`config.mk`:
```
export PLATFORM = sky130hd
export DESIGN_NAME = tof_sequencer_flat
export DESIGN_NICKNAME = d
export VERILOG_FILES = /design/src/rtl/tof_sequencer_if.sv /design/src/rtl/tof_sequencer.sv /design/src/flat_wrapper.sv
export SDC_FILE = /design/constraint.sdc
export NUM_CORES = 1
export LEC_CHECK = 0
export CELL_PAD_IN_SITES_DETAIL_PLACEMENT = 1
export CELL_PAD_IN_SITES_GLOBAL_PLACEMENT = 1
export CORE_ASPECT_RATIO = 0.8
export CORE_MARGIN = 2
export CORE_UTILIZATION = 39
export CTS_CLUSTER_DIAMETER = 80
export DETAILED_ROUTE_END_ITERATION = 10
export PLACE_DENSITY_LB_ADDON = 0.1
export SYNTH_ARGS = -nofsm -noshare
export SYNTH_HDL_FRONTEND = slang
export SYNTH_SLANG_ARGS = --single-unit
```
`constraint.sdc`:
```
create_clock -name clk_in -period 2.8 [get_ports clk_in]
set_clock_uncertainty 0.15 [all_clocks]
set_input_delay 0.7 -clock clk_in [delete_from_list [all_inputs] [get_ports clk_in]]
set_output_delay 0.7 -clock clk_in [all_outputs]
set_load 0.02 [all_outputs]
```
`src/rtl/tof_sequencer_if.sv`:
```
// Echo input and result handshake bundle for the ping sequencer.
// master = sequencer side, slave = echo source / result consumer.
interface tof_sequencer_if #(
    parameter int SAMPLE_W = 12,
    parameter int TOF_W    = 20
);
    logic                echo_valid_in;
    logic [SAMPLE_W-1:0] echo_sample_in;
    logic [SAMPLE_W-1:0] threshold_in;
    logic [TOF_W-1:0]    tof_out;
    logic                timeout_out;
    logic                tof_valid_out;
    logic                tof_ready_in;

    modport master (
        input  echo_valid_in, echo_sample_in, threshold_in, tof_ready_in,
        output tof_out, timeout_out, tof_valid_out
    );

    modport slave (
        output echo_valid_in, echo_sample_in, threshold_in, tof_ready_in,
        input  tof_out, timeout_out, tof_valid_out
    );
endinterface

```
`src/rtl/tof_sequencer.sv`:
```
// Per-ping sequencer: TX burst, receiver blanking, listen window, first-echo timestamp.
// All outputs registered; the result is held in REPORT until the consumer accepts it.
module tof_sequencer #(
    parameter int TX_HALF_PERIOD = 1875,
    parameter int TX_CYCLES      = 8,
    parameter int BLANK_CYCLES   = 15000,
    parameter int LISTEN_CYCLES  = 100000,
    parameter int SAMPLE_W       = 12,
    parameter int TOF_W          = 20
) (
    input  logic                 clk_in,
    input  logic                 rst_in,
    input  logic                 trigger_in,
    output logic                 tx_out,
    output logic                 tx_active_out,
    output logic                 busy_out,
    output logic                 missed_trigger_out,
    tof_sequencer_if.master      bus
);
    typedef enum logic [2:0] {
        S_IDLE, S_TX, S_BLANK, S_LISTEN, S_REPORT
    } state_t;

    localparam int TX_LEN      = 2 * TX_CYCLES * TX_HALF_PERIOD;
    localparam int TX_LAST     = TX_LEN - 1;
    localparam int BLANK_LAST  = TX_LEN + BLANK_CYCLES - 1;
    localparam int LISTEN_LAST = BLANK_LAST + LISTEN_CYCLES;
    localparam int HW          = (TX_HALF_PERIOD > 1) ? $clog2(TX_HALF_PERIOD) : 1;
    localparam logic [HW-1:0] HALF_LAST = HW'(TX_HALF_PERIOD - 1);

    state_t            r_state, w_state;
    logic [TOF_W-1:0]  r_cnt, w_cnt;
    logic [HW-1:0]     r_half, w_half;
    logic              r_tx, w_tx;
    logic [TOF_W-1:0]  r_tof, w_tof;
    logic              r_timeout, w_timeout;
    logic              r_valid, w_valid;
    logic              r_missed, w_missed;
    logic              r_tx_active, w_tx_active;
    logic              r_busy, w_busy;
    logic              w_hit;

    assign w_hit = bus.echo_valid_in && (bus.echo_sample_in >= bus.threshold_in);

    always_comb begin
        w_state     = r_state;
        w_cnt       = r_cnt;
        w_half      = r_half;
        w_tx        = 1'b0;
        w_tof       = r_tof;
        w_timeout   = r_timeout;
        w_valid     = 1'b0;
        w_missed    = trigger_in && (r_state != S_IDLE);
        case (r_state)
            S_IDLE: begin
                if (trigger_in) begin
                    w_state = S_TX;
                    w_cnt   = '0;
                    w_half  = '0;
                    w_tx    = 1'b1;
                end
            end
            S_TX: begin
                w_cnt = r_cnt + TOF_W'(1);
                if (r_half == HALF_LAST) begin
                    w_half = '0;
                    w_tx   = ~r_tx;
                end else begin
                    w_half = r_half + HW'(1);
                    w_tx   = r_tx;
                end
                // Last burst cycle: force the drive low entering BLANK.
                if (r_cnt == TOF_W'(TX_LAST)) begin
                    w_state = S_BLANK;
                    w_tx    = 1'b0;
                end
            end
            S_BLANK: begin
                w_cnt = r_cnt + TOF_W'(1);
                if (r_cnt == TOF_W'(BLANK_LAST)) w_state = S_LISTEN;
            end
            S_LISTEN: begin
                w_cnt = r_cnt + TOF_W'(1);
                if (w_hit) begin
                    w_tof     = r_cnt;
                    w_timeout = 1'b0;
                    w_valid   = 1'b1;
                    w_state   = S_REPORT;
                end else if (r_cnt == TOF_W'(LISTEN_LAST)) begin
                    w_tof     = '1;
                    w_timeout = 1'b1;
                    w_valid   = 1'b1;
                    w_state   = S_REPORT;
                end
            end
            S_REPORT: begin
                w_valid = 1'b1;
                if (bus.tof_ready_in) begin
                    w_valid = 1'b0;
                    w_state = S_IDLE;
                end
            end
            default: w_state = S_IDLE;
        endcase
        w_tx_active = (w_state == S_TX);
        w_busy      = (w_state != S_IDLE);
    end

    always_ff @(posedge clk_in) begin
        if (rst_in) begin
            r_state     <= S_IDLE;
            r_cnt       <= '0;
            r_half      <= '0;
            r_tx        <= 1'b0;
            r_tof       <= '0;
            r_timeout   <= 1'b0;
            r_valid     <= 1'b0;
            r_missed    <= 1'b0;
            r_tx_active <= 1'b0;
            r_busy      <= 1'b0;
        end else begin
            r_state     <= w_state;
            r_cnt       <= w_cnt;
            r_half      <= w_half;
            r_tx        <= w_tx;
            r_tof       <= w_tof;
            r_timeout   <= w_timeout;
            r_valid     <= w_valid;
            r_missed    <= w_missed;
            r_tx_active <= w_tx_active;
            r_busy      <= w_busy;
        end
    end

    assign tx_out             = r_tx;
    assign tx_active_out      = r_tx_active;
    assign busy_out           = r_busy;
    assign missed_trigger_out = r_missed;
    assign bus.tof_out        = r_tof;
    assign bus.timeout_out    = r_timeout;
    assign bus.tof_valid_out  = r_valid;
endmodule

```
`src/flat_wrapper.sv`:
```
// flat-port wrapper written by rule: the top's interface ports become plain ports
module tof_sequencer_flat 
#(
    parameter int TX_HALF_PERIOD = 1875,
    parameter int TX_CYCLES      = 8,
    parameter int BLANK_CYCLES   = 15000,
    parameter int LISTEN_CYCLES  = 100000,
    parameter int SAMPLE_W       = 12,
    parameter int TOF_W          = 20
)
  (clk_in, rst_in, trigger_in, tx_out, tx_active_out, busy_out, missed_trigger_out, bus_echo_valid_in, bus_echo_sample_in, bus_threshold_in, bus_tof_ready_in, bus_tof_out, bus_timeout_out, bus_tof_valid_out);
  tof_sequencer_if #(.SAMPLE_W(SAMPLE_W), .TOF_W(TOF_W)) bus_i ();
  input  logic clk_in;
  input  logic rst_in;
  input  logic trigger_in;
  output logic tx_out;
  output logic tx_active_out;
  output logic busy_out;
  output logic missed_trigger_out;
  input wire logic [$bits(bus_i.echo_valid_in)-1:0] bus_echo_valid_in;
  input wire logic [$bits(bus_i.echo_sample_in)-1:0] bus_echo_sample_in;
  input wire logic [$bits(bus_i.threshold_in)-1:0] bus_threshold_in;
  input wire logic [$bits(bus_i.tof_ready_in)-1:0] bus_tof_ready_in;
  output wire logic [$bits(bus_i.tof_out)-1:0] bus_tof_out;
  output wire logic [$bits(bus_i.timeout_out)-1:0] bus_timeout_out;
  output wire logic [$bits(bus_i.tof_valid_out)-1:0] bus_tof_valid_out;
  assign bus_i.echo_valid_in = bus_echo_valid_in;
  assign bus_i.echo_sample_in = bus_echo_sample_in;
  assign bus_i.threshold_in = bus_threshold_in;
  assign bus_i.tof_ready_in = bus_tof_ready_in;
  assign bus_tof_out = bus_i.tof_out;
  assign bus_timeout_out = bus_i.timeout_out;
  assign bus_tof_valid_out = bus_i.tof_valid_out;
  tof_sequencer #(.TX_HALF_PERIOD(TX_HALF_PERIOD), .TX_CYCLES(TX_CYCLES), .BLANK_CYCLES(BLANK_CYCLES), .LISTEN_CYCLES(LISTEN_CYCLES), .SAMPLE_W(SAMPLE_W), .TOF_W(TOF_W)) u_core (.clk_in(clk_in), .rst_in(rst_in), .trigger_in(trigger_in), .tx_out(tx_out), .tx_active_out(tx_active_out), .busy_out(busy_out), .missed_trigger_out(missed_trigger_out), .bus(bus_i));
endmodule
```
=== Yosys cells after proc, flatten, opt, wreduce, memory -nomap -nowiden ===
Cells that the tools add are included.
Widths: inputs -> output; s select.

* Output and inout port bits: 26
* Bits of input ports: 29
* Logic and storage cells: 61
* Register bits: 60

* Bitwise gates (word level): 1
* Reductions and logical operators: 12
* $add $sub $neg: 2
* Eq/ne operators: 11
* Mux-type cells: 24
* Order comparisons: 1

{| class="wikitable"
|+ Operators by type and width
! operator !! count
|-
| $mux 20 || 3
|-
| $pmux 20 s2 || 1
|-
| $mux 11 || 2
|-
| $pmux 11 s2 || 1
|-
| $add 20x1->20 const B || 1
|-
| $eq 20x15->1 const B || 1
|-
| $eq 20x16->1 const B || 1
|-
| $eq 20x18->1 const B || 1
|-
| $mux 3 || 6
|-
| $pmux 3 s5 || 1
|-
| $ge 12x12->1 || 1
|-
| $add 11x1->11 const B || 1
|-
| $eq 11x11->1 const B || 1
|-
| $mux 1 || 8
|-
| $eq 3x1->1 const B || 2
|-
| $eq 3x2->1 const B || 2
|-
| $reduce_and 2->1 || 3
|-
| $reduce_bool 2->1 || 3
|-
| $reduce_bool 3->1 || 2
|-
| $pmux 1 s2 || 2
|-
| $eq 3x3->1 const B || 1
|-
| $logic_not 3->1 || 1
|-
| $ne 3x1->1 const B || 1
|-
| $reduce_or 3->1 || 1
|-
| 3 further kinds || 4
|}

=== Depth between registers and ports, before layout ===
* Depth after elaboration: 5
* Gate-level depth with buffers: 10
* Gate-level depth less buffers: 8

=== Least setup slack after synthesis ===
No wires, ideal clock.

* Path kind: input -> register
* Start: input port bus_echo_sample_in[0]
* End: register u_core.r_tof[12], in the netlist u_core.bus.tof_out[12]
* Path slack: 0.169 ns
* Setup time: 0.119 ns
* Stages: 9
* Buffers on the path: 1
* Arrival time: 2.362 ns
* Data required time: 2.531 ns
* Path through: inv_1 -> ha_1 -> nand2b_1 -> a2111oi_0 -> a2111oi_0 -> o21a_1 -> o21a_1 -> buf_2 -> o221a_2

* Cells in the longest elaborated chain, start to end: 4
* Elaborated cells between the ends (all ways): 5
* Those cells by class: 1 x order compare; 1 x mux; 3 x reduce/logical

{| class="wikitable"
|+ RTL lines
! item !! line !! source
|-
| start: declaration || flat_wrapper.sv:21 || <nowiki>input wire logic [$bits(bus_i.echo_sample_in)-1:0] bus_echo_sample_in;</nowiki>
|-
| $ge 12x12->1 (*) || tof_sequencer.sv:43 || <nowiki>assign w_hit = bus.echo_valid_in && (bus.echo_sample_in >= bus.threshold_in);</nowiki>
|-
| $logic_and 1x1->1 (*) || tof_sequencer.sv:43 ||
|-
| $reduce_bool 2->1 (no line) || -- ||
|-
| $reduce_and 2->1 (no line) || -- ||
|-
| end signal: assignment || tof_sequencer.sv:126 || <nowiki>r_tof <= w_tof;</nowiki>
|-
| end: declaration || tof_sequencer.sv:35 || <nowiki>logic [TOF_W-1:0] r_tof, w_tof;</nowiki>
|}

Mark *: on every way between the ends. The rest lies on a longest branch, timed or not.
A chain may end at the register's enable or synchronous reset.

=== Final worst setup path ===
* Start: input port bus_threshold_in[2]
* End: register u_core.r_tof[0], in the netlist u_core.bus.tof_out[0]

* Cells in the longest elaborated chain, start to end: 4
* Elaborated cells between the ends (all ways): 5
* Those cells by class: 1 x order compare; 1 x mux; 3 x reduce/logical

{| class="wikitable"
|+ RTL lines
! item !! line !! source
|-
| start: declaration || flat_wrapper.sv:22 || <nowiki>input wire logic [$bits(bus_i.threshold_in)-1:0] bus_threshold_in;</nowiki>
|-
| $ge 12x12->1 (*) || tof_sequencer.sv:43 ||
|-
| $logic_and 1x1->1 (*) || tof_sequencer.sv:43 ||
|-
| $reduce_bool 2->1 (no line) || -- ||
|-
| $reduce_and 2->1 (no line) || -- ||
|}

Marked as above.

==> flow_metrics.tcl <==
set metrics [dict create \
    outcome "completed" \
    htreeDepth 3 \
    synth_seq_cells 60 \
    synthAdderAreaFrac_pct 6.23 \
    cts_tree "yes" \
    yosysWarningCount 0 \
    dr.pass1.iters 4 \
    reg2regPathDepth 6 \
    pre_cts_ws_ps -489 \
    drive_above_1_share_pct 17.7 \
    wire_per_inst_um 18.3 \
    design_area_sq_mm 0.00415 \
    crit_start "bus_threshold_in[2]" \
    ant_nets 0 \
    cts.sinks 60 \
    synth_compound_area_share_pct 22.0 \
    crit_path_end_kind "flop" \
    fp.dieH_um 82.6 \
    synth-simple-area-share_pct 24.4 \
    setup_violations 0 \
    grt.overflow.total 0 \
    clk_latency_ps 350 \
    via_per_inst 5.71 \
    seq_area_frac_synth_pct 39.9 \
    core_area_sq_mm 0.00743 \
    synth_mux_area_share_pct 1.45 \
    fin_crit_sh_pct 97.5 \
    synth_common_cells "60 x dfxtp_1, 34 x nor2_1, 30 x a21oi_1" \
    finalPower_w 0.00198 \
    initial_utilization_pct 40.5 \
    synth_top_family_by_area "simple AND/OR/NAND/NOR gates" \
    cts-root-buf "clkbuf_8" \
    place.gp.congestion 0.847 \
    tightestPinTransition_ps 523 \
    hold_path.startpoint "u_core.r_half[10]" \
    place_area_sq_mm 0.00367 \
    synth_xor_xnor_area_share_pct 0.291 \
    ir_worst_vdd_v 0.000247 \
    syn_area_sq_mm 0.00301 \
    setup_slack_ps 69.6 \
    ctsHoldBuffers 0 \
    drc 0 \
    ys_async_sr_fraction_pct 0 \
    die-area_sq_mm 0.00844 \
    maxSlewHeadroom_pct 65.1 \
    finalSetupTns_ps 0 \
    arrival_ps 2820 \
    synthDistinctLibCells 52 \
    r2r-start "u_core.r_cnt[4]" \
    synth_flop_cell "dfxtp_1" \
    cts.clk_slew.worst_paths_ps 70 \
    fill_cells 865 \
    synth_largest_area_cell "dfxtp_1" \
    io_pins 55 \
    area_growth_pct 37.7 \
    antenna_found_initial 0 \
    p_per_area_mw_per_mm2 478 \
    track_usage_pct 21.0 \
    crit_fanout 5 \
    first_global_vias 2723 \
    netlist_instances 350 \
    worstSetupStartpointType "input pin" \
    num_rows 28 \
    grt_pass1_wl_um 13600 \
    grt_max_degree 24 \
    dp_hpwl_um 5980 \
    drv_slew 0 \
    synth.area.top_cells "dfxtp_1 40%, o221a_2 6.4%, ha_1 6.2%, a21oi_1 5.0%, nor2_1 4.2%" \
    synth_top_area_share_pct 39.9 \
    diodes 0 \
    required_ps 2890 \
    period_needed_ps 2730 \
    cts_buffers 9 \
    syn-num-nets 394 \
    whs_path_depth 1 \
    maxCapViolations 0 \
    hold_violations 0 \
    crit_type "input pin to flop" \
    fmax_mhz 366 \
    leakagePower_nw 1.55 \
    synth_edf_count 0 \
    drtIter0Drc 141 \
    via_count 2950 \
    die_x_um 102 \
    port_buffers 54 \
    wirelength_um 9440 \
    yosys.cell_count.top_type "dfxtp_1" \
    final_nets 451 \
    cts_buffer_depth 2 \
    worstHoldPathType "flop to flop" \
    syn_avg_cell_area_sq_um 8.60 \
]
[logic make-up after synthesis]
| family | Yosys count |
|---|---|
| AND/OR/NAND/NOR | 137 |
| AO/OA/AOI/OAI | 93 |
| multiplexers | 4 |
| flip-flops | 60 |
| buffers and inverters | 40 |
| XOR/XNOR | 1 |
| adder cells (fa/ha/maj) | 15 |
[cell usage in the layout (no fill, tap or decap), types with 4 or more instances in the layout]
cell type / instances
a211oi_1: 4
a21oi_1: 28
a311oi_1: 4
and3_1: 6
buf_4: 7
clkbuf_8: 10
clkdlybuf4s50_1: 44
dfxtp_1: 60
dlymetal6s2s_1: 10
ha_1: 9
ha_4: 6
inv_1: 15
inv_2: 4
nand2_1: 23
nand3_1: 15
nand4_1: 8
nor2_1: 34
nor2b_1: 4
nor3_1: 8
nor3b_1: 6
nor4_1: 4
o21ai_0: 13
o21ai_1: 5
o221a_2: 17
[per-layer routing]
metal	GRT usage [%]	share of wire [%]	vias up
met4	6.67	1.6	0
met1	28.3	47	1444
met2	32.8	46	86
met5	0	0	-
li1	-	-	1405
met3	5.56	6.1	15
[registers in the layout, indices dropped and copies added, names as in the netlist, 3 cells and up]
register	flops
u_core.r_half	11
u_core.r_state	3
u_core.bus.tof_out	20
u_core.r_cnt	20
[final timing paths]
path | to | slack [ps]
worst max-delay path | u_core.bus.tof_out[0] | 70
worst min register to register | u_core.r_half[10] | 350
worst max register to register | u_core.r_cnt[14] | 470
worst min-delay path | u_core.r_half[10] | 350
[repair_timing]
action / 4_1_cts / 5_1_grt
hold endpoints to repair: 0 / 0
pin swaps: 3 / 11
resized for setup: 6 / 30
setup buffers: 0 / 0
gates cloned: 0 / 4
endpoints found under the setup margin: 21 / 23
[metrics by stage]
| stage | instances | hold WS, ps | util, % |
|---|---|---|---|
| floorplan | 350 | 299 | - |
| global placement | 497 | 326 | 49.4 |
| detailed placement | 497 | 338 | 49.4 |
| CTS | 513 | 350 | 52.8 |
| global route | 517 | 375 | 55.8 |
| finish | 517 | 349 | 55.8 |
[cell type report]
cell class | instances | area [sq um] | share of cell area (%)
sequential | 60 | 1200 | 29.0
clock buffer | 12 | 145 | 3.50
timing repair buffer | 67 | 731 | 17.6
clock inverter | 4 | 72.6 | 1.75
tap | 105 | 131 | 3.17
multi-input combinational | 250 | 1790 | 43.3
inverter | 19 | 71.3 | 1.72
[critical path: stages]
cell and delay [ps]:
clkdlybuf4s50_1 460, inv_1 40, ha_1 280, o21ai_0 300
a2111oi_4 120, o21a_1 230, o21a_4 240, clkbuf_16 170
o221a_2 260
[where the power goes]
group	internal, W	switching [W]	total, W
Sequential	0.000862	0.00000961	0.000872
Clock	0.000525	0.000356	0.000881
Combinational	0.000106	0.000124	0.000229
Total	0.00149	0.000490	0.00198
(Power assumes the default switching activity.)
